==> config.mk <==
export PLATFORM = sky130hd
export DESIGN_NAME = heichips25_pin_responder_flat
export DESIGN_NICKNAME = d
export VERILOG_FILES = /design/src/rtl/heichips25_pin_responder_if.sv /design/src/rtl/heichips25_pin_responder.sv /design/src/flat_wrapper.sv
export SDC_FILE = /design/constraint.sdc
export NUM_CORES = 1
export LEC_CHECK = 0
export ABC_AREA = 1
export CORE_MARGIN = 10
export CORE_UTILIZATION = 63
export DETAILED_ROUTE_END_ITERATION = 12
export GPL_ROUTABILITY_DRIVEN = 0
export PLACE_DENSITY = 0.83
export SLEW_MARGIN = 5
export SYNTH_ARGS = -nofsm -noshare
export SYNTH_HDL_FRONTEND = slang
export SYNTH_SLANG_ARGS = --single-unit
==> constraint.sdc <==
create_clock -name clk -period 5.6 [get_ports clk]
set_input_delay 1.12 -clock clk [delete_from_list [all_inputs] [get_ports clk]]
set_output_delay 1.12 -clock clk [all_outputs]
set_load 0.02 [all_outputs]
==> src/rtl/heichips25_pin_responder_if.sv <==
// heichips25_pin_responder_if: tiny-wrapper project pins between host and responder
interface heichips25_pin_responder_if;
    logic       ena;
    logic [7:0] ui_in;
    logic [7:0] uio_in;
    logic [7:0] uo_out;
    logic [7:0] uio_out;
    logic [7:0] uio_oe;
    modport master (output ena, ui_in, uio_in, input uo_out, uio_out, uio_oe);
    modport slave (input ena, ui_in, uio_in, output uo_out, uio_out, uio_oe);
endinterface

==> src/rtl/heichips25_pin_responder.sv <==
// heichips25_pin_responder: four-phase req/ack device serving a 16x8 register file
module heichips25_pin_responder #(
    parameter int SYNC_STAGES    = 2,
    parameter int TIMEOUT_CYCLES = 255
) (
    input logic clk,
    input logic rst_n,
    heichips25_pin_responder_if.slave pins
);
    typedef enum logic [1:0] {IDLE = 2'b00, ACK_CMD = 2'b01, WAIT_DATA = 2'b10, ACK_DATA = 2'b11} state_t;
    localparam logic [1:0] OP_WRITE = 2'd0, OP_READ = 2'd1, OP_INC = 2'd2;
    logic [SYNC_STAGES-1:0] sync;
    logic req_s, ack, ack_n, err, err_n, wr_en, unused;
    state_t state, state_n;
    logic [1:0] op, op_n;
    logic [3:0] addr, addr_n, wr_addr;
    logic [7:0] uo, uo_n, cnt, cnt_n, tcnt, tcnt_n, wr_data, cur;
    logic [7:0] regs [16];
    assign req_s = sync[SYNC_STAGES-1];
    assign cur = regs[pins.ui_in[5:2]];
    assign pins.uo_out = uo;
    assign pins.uio_out = {3'b000, state, err, ack, 1'b0};
    assign pins.uio_oe = 8'b0001_1110;
    assign unused = ^pins.uio_in[7:1];
    always_comb begin
        state_n = state;
        ack_n = ack;
        err_n = err;
        op_n = op;
        addr_n = addr;
        uo_n = uo;
        cnt_n = cnt;
        tcnt_n = tcnt;
        wr_en = 1'b0;
        wr_addr = pins.ui_in[5:2];
        wr_data = cur + 8'd1;
        unique case (state)
            IDLE: if (req_s) begin
                op_n = pins.ui_in[7:6];
                addr_n = pins.ui_in[5:2];
                ack_n = 1'b1;
                state_n = ACK_CMD;
                wr_en = pins.ui_in[7:6] == OP_INC;
                uo_n = pins.ui_in[7:6] == OP_WRITE ? uo :
                       pins.ui_in[7:6] == OP_READ  ? cur :
                       pins.ui_in[7:6] == OP_INC   ? cur + 8'd1 : cnt;
                err_n = pins.ui_in[7:6] == 2'd3 ? 1'b0 : err;
            end
            ACK_CMD: if (!req_s) begin
                ack_n = 1'b0;
                tcnt_n = '0;
                state_n = op == OP_WRITE ? WAIT_DATA : IDLE;
                cnt_n = op == OP_WRITE ? cnt : cnt + 8'd1;
            end
            WAIT_DATA: if (req_s) begin
                wr_en = 1'b1;
                wr_addr = addr;
                wr_data = pins.ui_in;
                uo_n = pins.ui_in;
                ack_n = 1'b1;
                tcnt_n = '0;
                state_n = ACK_DATA;
            end else if (tcnt == 8'(TIMEOUT_CYCLES - 1)) begin
                // abandoned write: flag it and drop back without touching the target
                err_n = 1'b1;
                tcnt_n = '0;
                state_n = IDLE;
            end else begin
                tcnt_n = tcnt + 8'd1;
            end
            ACK_DATA: if (!req_s) begin
                ack_n = 1'b0;
                cnt_n = cnt + 8'd1;
                state_n = IDLE;
            end
        endcase
    end
    always_ff @(posedge clk or negedge rst_n) begin
        if (!rst_n) sync <= '0;
        else sync <= {sync[SYNC_STAGES-2:0], pins.uio_in[0]};
    end
    always_ff @(posedge clk or negedge rst_n) begin
        if (!rst_n) begin
            state <= IDLE;
            ack <= 1'b0;
            err <= 1'b0;
            op <= '0;
            addr <= '0;
            uo <= '0;
            cnt <= '0;
            tcnt <= '0;
            for (int i = 0; i < 16; i++) regs[i] <= '0;
        end else if (pins.ena) begin
            state <= state_n;
            ack <= ack_n;
            err <= err_n;
            op <= op_n;
            addr <= addr_n;
            uo <= uo_n;
            cnt <= cnt_n;
            tcnt <= tcnt_n;
            if (wr_en) regs[wr_addr] <= wr_data;
        end
    end
endmodule

==> src/flat_wrapper.sv <==
// flat-port wrapper written by rule: the top's interface ports become plain ports
module heichips25_pin_responder_flat 
#(
    parameter int SYNC_STAGES    = 2,
    parameter int TIMEOUT_CYCLES = 255
)
  (clk, rst_n, pins_ena, pins_ui_in, pins_uio_in, pins_uo_out, pins_uio_out, pins_uio_oe);
  heichips25_pin_responder_if pins_i ();
  input logic clk;
  input logic rst_n;
  input wire logic [$bits(pins_i.ena)-1:0] pins_ena;
  input wire logic [$bits(pins_i.ui_in)-1:0] pins_ui_in;
  input wire logic [$bits(pins_i.uio_in)-1:0] pins_uio_in;
  output wire logic [$bits(pins_i.uo_out)-1:0] pins_uo_out;
  output wire logic [$bits(pins_i.uio_out)-1:0] pins_uio_out;
  output wire logic [$bits(pins_i.uio_oe)-1:0] pins_uio_oe;
  assign pins_i.ena = pins_ena;
  assign pins_i.ui_in = pins_ui_in;
  assign pins_i.uio_in = pins_uio_in;
  assign pins_uo_out = pins_i.uo_out;
  assign pins_uio_out = pins_i.uio_out;
  assign pins_uio_oe = pins_i.uio_oe;
  heichips25_pin_responder #(.SYNC_STAGES(SYNC_STAGES), .TIMEOUT_CYCLES(TIMEOUT_CYCLES)) u_core (.clk(clk), .rst_n(rst_n), .pins(pins_i));
endmodule
After elaboration in Yosys (flattened, before gate mapping). Index checks and enable logic that the tools add are counted.

Add/sub/neg operators: 3. Magnitude comparators: 3. Eq/ne operators: 19. Multiplexer cells: 42. Bitwise operators: 2. Reductions and logical operators: 17.

Operators with widths (count): $bwmux W128 (1); $mux W8 (16); $pmux W8 S2 (3); $bmux W8 S4 (1); $demux W8 S4 (1); $add A8 B1 Y8 const B (3); $reduce_and A5 Y1 (3); $mux W2 (6); $ne A2 B2 Y1 const B (6); $ge A5 B5 Y1 const B (2); $ne A2 B1 Y1 const B (5); $not A4 Y5 (2); $reduce_and A3 Y1 (3); $eq A2 B2 Y1 const B (4); $eq A8 B8 Y1 const B (1); $mux W1 (8); $mux W4 (2); $pmux W2 S4 (1); $logic_not A2 Y1 (3); $pmux W1 S2 (3); $reduce_and A6 Y1 (1); $reduce_bool A2 Y1 (3); $lt A5 B1 Y1 const B (1); $eq A2 B1 Y1 const B (2); 4 further kinds (5).

Flip-flop bits (word level): 164. Input port bits: 19. Word-level logic and storage cells: 111.

Depth between registers and ports, before layout. Gate-level depths: netlist of the first run.

Word-level depth: 10. Mapped depth: 17.

Worst setup path after synthesis of the first run. OpenSTA, ideal clock, no wires.

Path type: input -> register. Start: input pins_ui_in[2]. End: register u_core.regs[106] (netlist name). Library setup time: 130 ps. Arrival time: 2784 ps. Setup slack: 2685 ps. Cell stages on the path: 12. Cell sequence: buf_4 or2_2 nand3_1 nand3_1 nand3_1 nand2_1 ha_1 xnor2_1 nand2_1 o21ai_2 clkbuf_1 o21ai_1.

Word-level cells in the longest chain between the ends: 8.

RTL lines: from (decl) (line flat_wrapper.sv:12) `input wire logic [$bits(pins_i.ui_in)-1:0] pins_ui_in;`; $not A4 Y5 (not written as such) / $mux W4 (equally long branches) (line heichips25_pin_responder.sv:20, heichips25_pin_responder.sv:55); $bmux W8 S4 / $mux W4 (equally long branches) (line heichips25_pin_responder.sv:20, heichips25_pin_responder.sv:37); $mux W8 (not written as such) / $not A4 Y5 (equally long branches) (line heichips25_pin_responder.sv:20, heichips25_pin_responder.sv:102); $mux W8 (not written as such) (tied with other cells) (line heichips25_pin_responder.sv:20) `assign cur = regs[pins.ui_in[5:2]];`; $add A8 B1 Y8 / $logic_and A1 B1 Y1 (equally long branches) (line heichips25_pin_responder.sv:36, heichips25_pin_responder.sv:102); $mux W8, on equally long branches (line heichips25_pin_responder.sv:55, heichips25_pin_responder.sv:102); $mux W8 / $demux W8 S4 (equally long branches) (line heichips25_pin_responder.sv:37, heichips25_pin_responder.sv:102); $bwmux W128 (*) (line heichips25_pin_responder.sv:102) `if (wr_en) regs[wr_addr] <= wr_data;`; to (signal, indexed assignment) (line heichips25_pin_responder.sv:102); to (decl) (line heichips25_pin_responder.sv:18) `logic [7:0] regs [16];`.

Mark *: on every way between the ends. The rest lies on a longest branch, timed or not. The select of a mux whose other input is x is not followed. A chain may end at the register's enable or synchronous reset.

Final worst setup path of the first run.
Start: input pins_ui_in[3]. End: register u_core.regs[37] (netlist name).

Same word-level chain as after synthesis.

==> impl_metrics.py, run 1 <==
metrics = {
    "critical_path": {
        "cp-start-kind": "primary input",
        "required_ns": 5.91,
        "path_class": "primary input to register",
        "worstPathMaxFanout": 27,
        "critical_path_arrival_ns": 4.10,
        "crit_path_end_kind": "register",
    },
    "power": {
        "clkPwrFrac_pct": 25.9,
        "p_per_area_nw_per_um2": 473,
        "p_total_w": 0.00455,
        "p_sw_share_pct": 38.4,
        "p_leak_nw": 4.87,
        "p_int_w": 0.00280,
        "combinationalPowerShare_pct": 33.2,
        "power.switching_w": 0.00175,
        "vdd_drop_max_mv": 0.269,
        "seq_power_share_pct": 40.9,
    },
    "grt": {
        "grtUsageMet3_pct": 5.14,
        "met1_usage_pct": 29.0,
        "grt_use_total_pct": 23.4,
        "grt_use_met2_pct": 38.8,
        "grt_pass1_vias": 7559,
        "top_usage_layer": "met2",
        "antenna_found_initial": 0,
        "grt_overflow": 0,
        "grt_start_max_net_pins": 84,
        "grt_first_pass_wirelength_um": 37400,
    },
    "sta": {
        "clock_skew_ns": 0.00922,
        "finalHoldViolCount": 0,
        "worst_slew_pin_slew_ns": 1.05,
        "finalSetupViolCount": 0,
        "fmax_mhz": 264,
        "fin_setup_tns_ns": 0,
        "worst_slack_ns": 1.81,
        "slew_viol_final": 0,
        "slew-limit-headroom_pct": 29.9,
        "rsz0062_at_grt": "no",
        "fin_crit_sh_pct": 67.6,
        "period_minus_slack_ns": 3.79,
    },
    "detailed_routing": {
        "firstDrtPassIters": 5,
        "routed_wl_um": 22600,
        "drt_iter0_markers": 846,
        "vias": 7833,
        "vias_per_cell": 5.72,
        "ant_nets": 0,
        "wire_per_inst_um": 16.5,
        "drc": 0,
    },
    "placed_design": {
        "placed_cell_area_sq_um": 9030,
        "place_ws_ns": 1.48,
        "portBuffers": 23,
        "hpwl_um": 14500,
    },
    "cts": {
        "htree_levels": 4,
        "cts-resized-gates": 0,
        "cts-buffers-inserted": 17,
        "insertion_delay_ns": 0.44,
        "cts_buffer_depth": 2,
        "cts_tree": "done",
        "cts_setup_buffers": 0,
        "postCtsHoldBufs": 0,
        "clkTransAtPathRegs_ns": 0.07,
        "cts_num_sinks": 164,
        "root_buffer": "clkbuf_16",
    },
    "layout": {
        "drive_gt1_share_pct": 8.32,
        "syn2layout_area_growth_pct": 8.34,
        "final_cell_mix": "nand2_1 (396), dfrtp_1 (164), nand3_1 (151)",
        "fillers": 1099,
        "multi_input_area_sq_um": 3810,
        "design_area_sq_um": 9620,
        "regArea_sq_um": 4100,
        "n_antenna_cell": 0,
        "final_common_cell": "nand2_1",
        "layout.nets": 1201,
    },
    "floorplanning": {
        "rows": 43,
        "dieHeight_um": 139,
        "coreArea_sq_um": 13800,
        "initial_utilization_pct": 64.2,
        "dieArea_sq_um": 19200,
        "io_pins": 43,
        "dieWidth_um": 139,
    },
    "job": {
        "maxCapViolCount": 0,
    },
    "synthesis": {
        "synth_seq_cells": 164,
        "synth_flop_cell": "dfrtp_1",
        "async_flop_share_pct": 100,
        "netlist_instances": 1180,
        "syn_avg_cell_area_sq_um": 7.53,
        "synth.area.top_cells": "dfrtp_1 (46%), nand2_1 (17%), nand3_1 (8.5%), inv_1 (5.4%), o21ai_0 (4.2%)",
        "synth_edf_count": 0,
        "netlist.area_leader.share_pct": 46.2,
        "synth_cell_types": 40,
        "synth.yosys.seq_area_share_pct": 46.2,
        "yosysWarnings": 0,
        "synth_area_leader_cell": "dfrtp_1",
        "netlist_area_sq_um": 8880,
    },
    "worst_hold_path": {
        "min_path_type": "register to register",
    },
    "run_status": {
        "status": "finished clean",
    },
}
## metal layers
layer  vias to the layer above  share of wire (%)  wire length, um
met5                         -                  0                0
met4                         0                2.4              547
met3                        57                8.2             1850
met2                       369                 49            11000
met1                      3706                 40             9130
li1                       3701                  -                -
## logic make-up after synthesis
group,after synthesis,synth area share [%]
simple gates,639,31.9
buf+inv,215,11.3
flops,164,46.2
compound gates,146,8.99
xor+xnor,10,0.986
fa+ha+maj,4,0.563
other cells,2,0.0846
## worst paths after layout
check	start	endpoint	slack, ns	cells after the start
worst max-delay path	pins_ui_in[3]	u_core.regs[37]$_DFFE_PN0P_	1.81	14
worst min-delay path	u_core.sync[0]$_DFF_PN0_	u_core.sync[1]$_DFF_PN0_	0.36	0
worst max register to register	u_core.state[0]$_DFFE_PN0P_	u_core.regs[18]$_DFFE_PN0P_	2.97	14
worst min register to register	u_core.sync[0]$_DFF_PN0_	u_core.sync[1]$_DFF_PN0_	0.36	0
max in group asynchronous	rst_n	u_core.regs[51]$_DFFE_PN0P_	3.77	2
min in group asynchronous	rst_n	u_core.regs[90]$_DFFE_PN0P_	0.68	1
## flip-flops by register name, summed over array words and instances, names as in the netlist
register,count
u_core.sync,2
u_core.state,2
u_core.addr,4
u_core.tcnt,8
u_core.pins.uo_out,8
u_core.cnt,8
u_core.err,1
u_core.ack,1
u_core.op,2
u_core.regs,128
## critical path, stage by stage
cell and delay, ns:
clkdlybuf4s50_1 0.43, inv_2 0.41, buf_4 0.31, nand3_1 0.13, nand3_1 0.10, nand3_1 0.12
nand2_1 0.20, nand3_1 0.16, nor2_1 0.12, nand2_1 0.08, nand2_1 0.07, nand2_1 0.50
nand3_1 0.24, nand2_1 0.09
## power groups by stage
stage,sequential (W),clock [W],combinational [W]
3_5_place_dp,0.00187,0,0.00148
3_3_place_gp,0.00185,0,0.00144
4_1_cts,0.00185,0.00118,0.00150
5_1_grt,0.00190,0.00123,0.00169
2_1_floorplan,0.00185,0,0.00107
6_report,0.00186,0.00118,0.00151
## through the flow
step                      hold slack (ns)  std cells  util [%]
after CTS                           0.364       1370      69.6
after global routing                0.365       1370      69.6
after detailed placement            0.350       1339      65.3
final                               0.360       1370      69.6
after global placement              0.333       1339      65.3
after floorplan                     0.331       1190         -
## cells in the mapped netlist (10+ instances only)
master      n
nand2_1   396
o21ai_1    29
nor2_4     10
dfrtp_1   164
buf_4      23
buf_6      10
buf_2      19
nand3_1   151
o211ai_1   10
clkbuf_1   13
inv_1     128
inv_2      16
o21ai_0    75
a21oi_1    17
nor2_1     50
## layout make-up
| class | count | area share, % |
|---|---|---|
| Sequential cell | 164 | 42.6 |
| Multi-Input combinational cell | 811 | 39.6 |
| Inverter | 149 | 5.92 |
| Clock buffer | 20 | 4.85 |
| Timing Repair Buffer | 35 | 3.29 |
| Tap cell | 180 | 2.34 |
| Clock inverter | 11 | 1.33 |
Power figures use the tool's default switching activity.
==> run 2: changes to the inputs <==
--- a/config.mk
+++ b/config.mk
@@ -7,10 +7,10 @@
 export LEC_CHECK = 0
 export ABC_AREA = 1
 export CORE_MARGIN = 10
-export CORE_UTILIZATION = 63
+export CORE_UTILIZATION = 61
 export DETAILED_ROUTE_END_ITERATION = 12
 export GPL_ROUTABILITY_DRIVEN = 0
-export PLACE_DENSITY = 0.83
+export PLACE_DENSITY = 0.81
 export SLEW_MARGIN = 5
 export SYNTH_ARGS = -nofsm -noshare
 export SYNTH_HDL_FRONTEND = slang
==> constraint.sdc (replaced) <==
create_clock -name clk -period 3.9 [get_ports clk]
set_input_delay 0.78 -clock clk [delete_from_list [all_inputs] [get_ports clk]]
set_output_delay 0.78 -clock clk [all_outputs]
set_load 0.02 [all_outputs]
==> impl_metrics.py, run 2 (synthesis results as in run 1) <==
metrics = {
    "run_status": {
        "status": "finished clean",
    },
    "grt": {
        "grt_overflow": 0,
        "grt_first_pass_wirelength_um": 38300,
        "grt_use_total_pct": 23.9,
        "grt_pass1_vias": 7400,
        "grt_start_max_net_pins": 81,
        "antenna_found_initial": 0,
    },
    "cts": {
        "htree_levels": 4,
        "cts_num_sinks": 164,
        "insertion_delay_ns": 0.43,
        "cts-buffers-inserted": 17,
        "cts_buffer_depth": 2,
        "cts-resized-gates": 0,
        "cts_setup_buffers": 0,
        "clkTransAtPathRegs_ns": 0.06,
        "root_buffer": "clkbuf_16",
        "postCtsHoldBufs": 0,
        "cts_tree": "done",
    },
    "sta": {
        "fin_setup_tns_ns": 0,
        "finalHoldViolCount": 0,
        "fmax_mhz": 290,
        "worst_slew_pin_slew_ns": 1.12,
        "hold_ws_ns": 0.348,
        "fin_crit_sh_pct": 88.4,
        "finalSetupViolCount": 0,
        "slew_viol_final": 0,
        "slew-limit-headroom_pct": 25.3,
        "period_minus_slack_ns": 3.45,
        "clock_skew_ns": 0.00832,
        "rsz0062_at_grt": "no",
    },
    "critical_path": {
        "required_ns": 4.20,
        "crit_path_end_kind": "register",
        "cp-start-kind": "primary input",
        "worstPathMaxFanout": 16,
        "r2r_end": "u_core.regs[49]$_DFFE_PN0P_",
        "rr_startpoint": "u_core.regs[25]$_DFFE_PN0P_",
        "critical_path_arrival_ns": 3.75,
        "rr_worst_depth": 11,
        "rrSetupSlack_ns": 1.19,
        "path_class": "primary input to register",
    },
    "floorplanning": {
        "dieHeight_um": 141,
        "rows": 44,
        "initial_utilization_pct": 61.6,
        "dieWidth_um": 141,
        "dieArea_sq_um": 19800,
        "coreArea_sq_um": 14400,
        "io_pins": 43,
    },
    "detailed_routing": {
        "routed_wl_um": 23300,
        "vias_per_cell": 5.63,
        "ant_nets": 0,
        "drc": 0,
        "firstDrtPassIters": 6,
        "wire_per_inst_um": 16.8,
        "drt_iter0_markers": 1022,
        "vias": 7814,
    },
    "layout": {
        "drive_gt1_share_pct": 9.14,
        "n_antenna_cell": 0,
        "syn2layout_area_growth_pct": 9.97,
        "final_common_cell": "nand2_1",
        "final_cell_mix": "nand2_1 (396), dfrtp_1 (164), nand3_1 (151)",
        "largest_register": "u_core.regs",
        "multi_input_area_sq_um": 3810,
        "layout.nets": 1214,
        "regArea_sq_um": 4100,
        "fillers": 1169,
        "largest_reg_flops": 128,
    },
    "power": {
        "p_leak_nw": 4.96,
        "vdd_drop_max_mv": 0.404,
        "p_per_area_nw_per_um2": 681,
    },
    "worst_hold_path": {
        "min-delay-start": "u_core.sync[0]$_DFF_PN0_",
        "min_to": "u_core.sync[1]$_DFF_PN0_",
        "min_path_cells": 0,
        "min_path_type": "register to register",
    },
    "placed_design": {
        "hpwl_um": 15500,
        "portBuffers": 23,
    },
    "job": {
        "maxCapViolCount": 0,
    },
}
[run 2: where the power goes]
group          total [W]  leakage (nW)  internal (W)  switching [W]
registers        0.00267          2.03       0.00233       0.000337
logic            0.00223          2.63      0.000719        0.00152
clock network    0.00174         0.295       0.00107       0.000674
total            0.00665          4.96       0.00412        0.00253
[run 2: area by class of cell]
| cell class | instances | area share [%] |
|---|---|---|
| inverter | 149 | 5.83 |
| multi-input combinational | 811 | 39.0 |
| timing repair buffer | 48 | 4.50 |
| sequential | 164 | 42.0 |
| clock inverter | 8 | 1.27 |
| tap | 184 | 2.36 |
| clock buffer | 23 | 5.00 |
[run 2: worst max-delay path: stages]
cell	delay, ns
clkdlybuf4s50_1	0.64
inv_1	0.29
buf_4	0.26
nand3_1	0.08
nand3_1	0.12
nand2_1	0.22
nand2_1	0.08
nor2_1	0.20
nand2_1	0.08
nand2_1	0.11
nand2_1	0.48
nand3_1	0.25
o21ai_0	0.13
[run 2: worst max-delay path by stage]
stage                     slack (ns)  cells past startpoint          start                            to
after floorplan                 1.33                     12  pins_ui_in[2]  u_core.regs[106]$_DFFE_PN0P_
after global placement          0.23                     10  pins_ui_in[4]  u_core.regs[105]$_DFFE_PN0P_
after detailed placement        0.19                     14  pins_ui_in[3]   u_core.regs[11]$_DFFE_PN0P_
after CTS                       0.59                     11  pins_ui_in[4]   u_core.regs[49]$_DFFE_PN0P_
after global routing            0.27                     13  pins_ui_in[4]  u_core.regs[124]$_DFFE_PN0P_
final                           0.45                     13  pins_ui_in[4]   u_core.regs[11]$_DFFE_PN0P_
[run 2: per-stage QoR]
stage	util, %	std cells	area, sq um	worst slack (ns)	power [W]
floorplan	-	1190	8920	1.33	0.00419
CTS	67.7	1387	9770	0.593	0.00662
finish	67.7	1387	9770	0.454	0.00665
detailed placement	63.5	1356	9160	0.189	0.00486
global route	67.7	1387	9770	0.267	0.00706
global placement	63.5	1356	9160	0.226	0.00477
[run 2: per-layer routing]
layer | vias up | wire, um | track usage, %
li1 | 3724 | - | -
met1 | 3672 | 9590 | 31.3
met2 | 351 | 10800 | 37.4
met3 | 67 | 2130 | 5.58
met4 | 0 | 778 | 9.95
met5 | - | 0 | 0
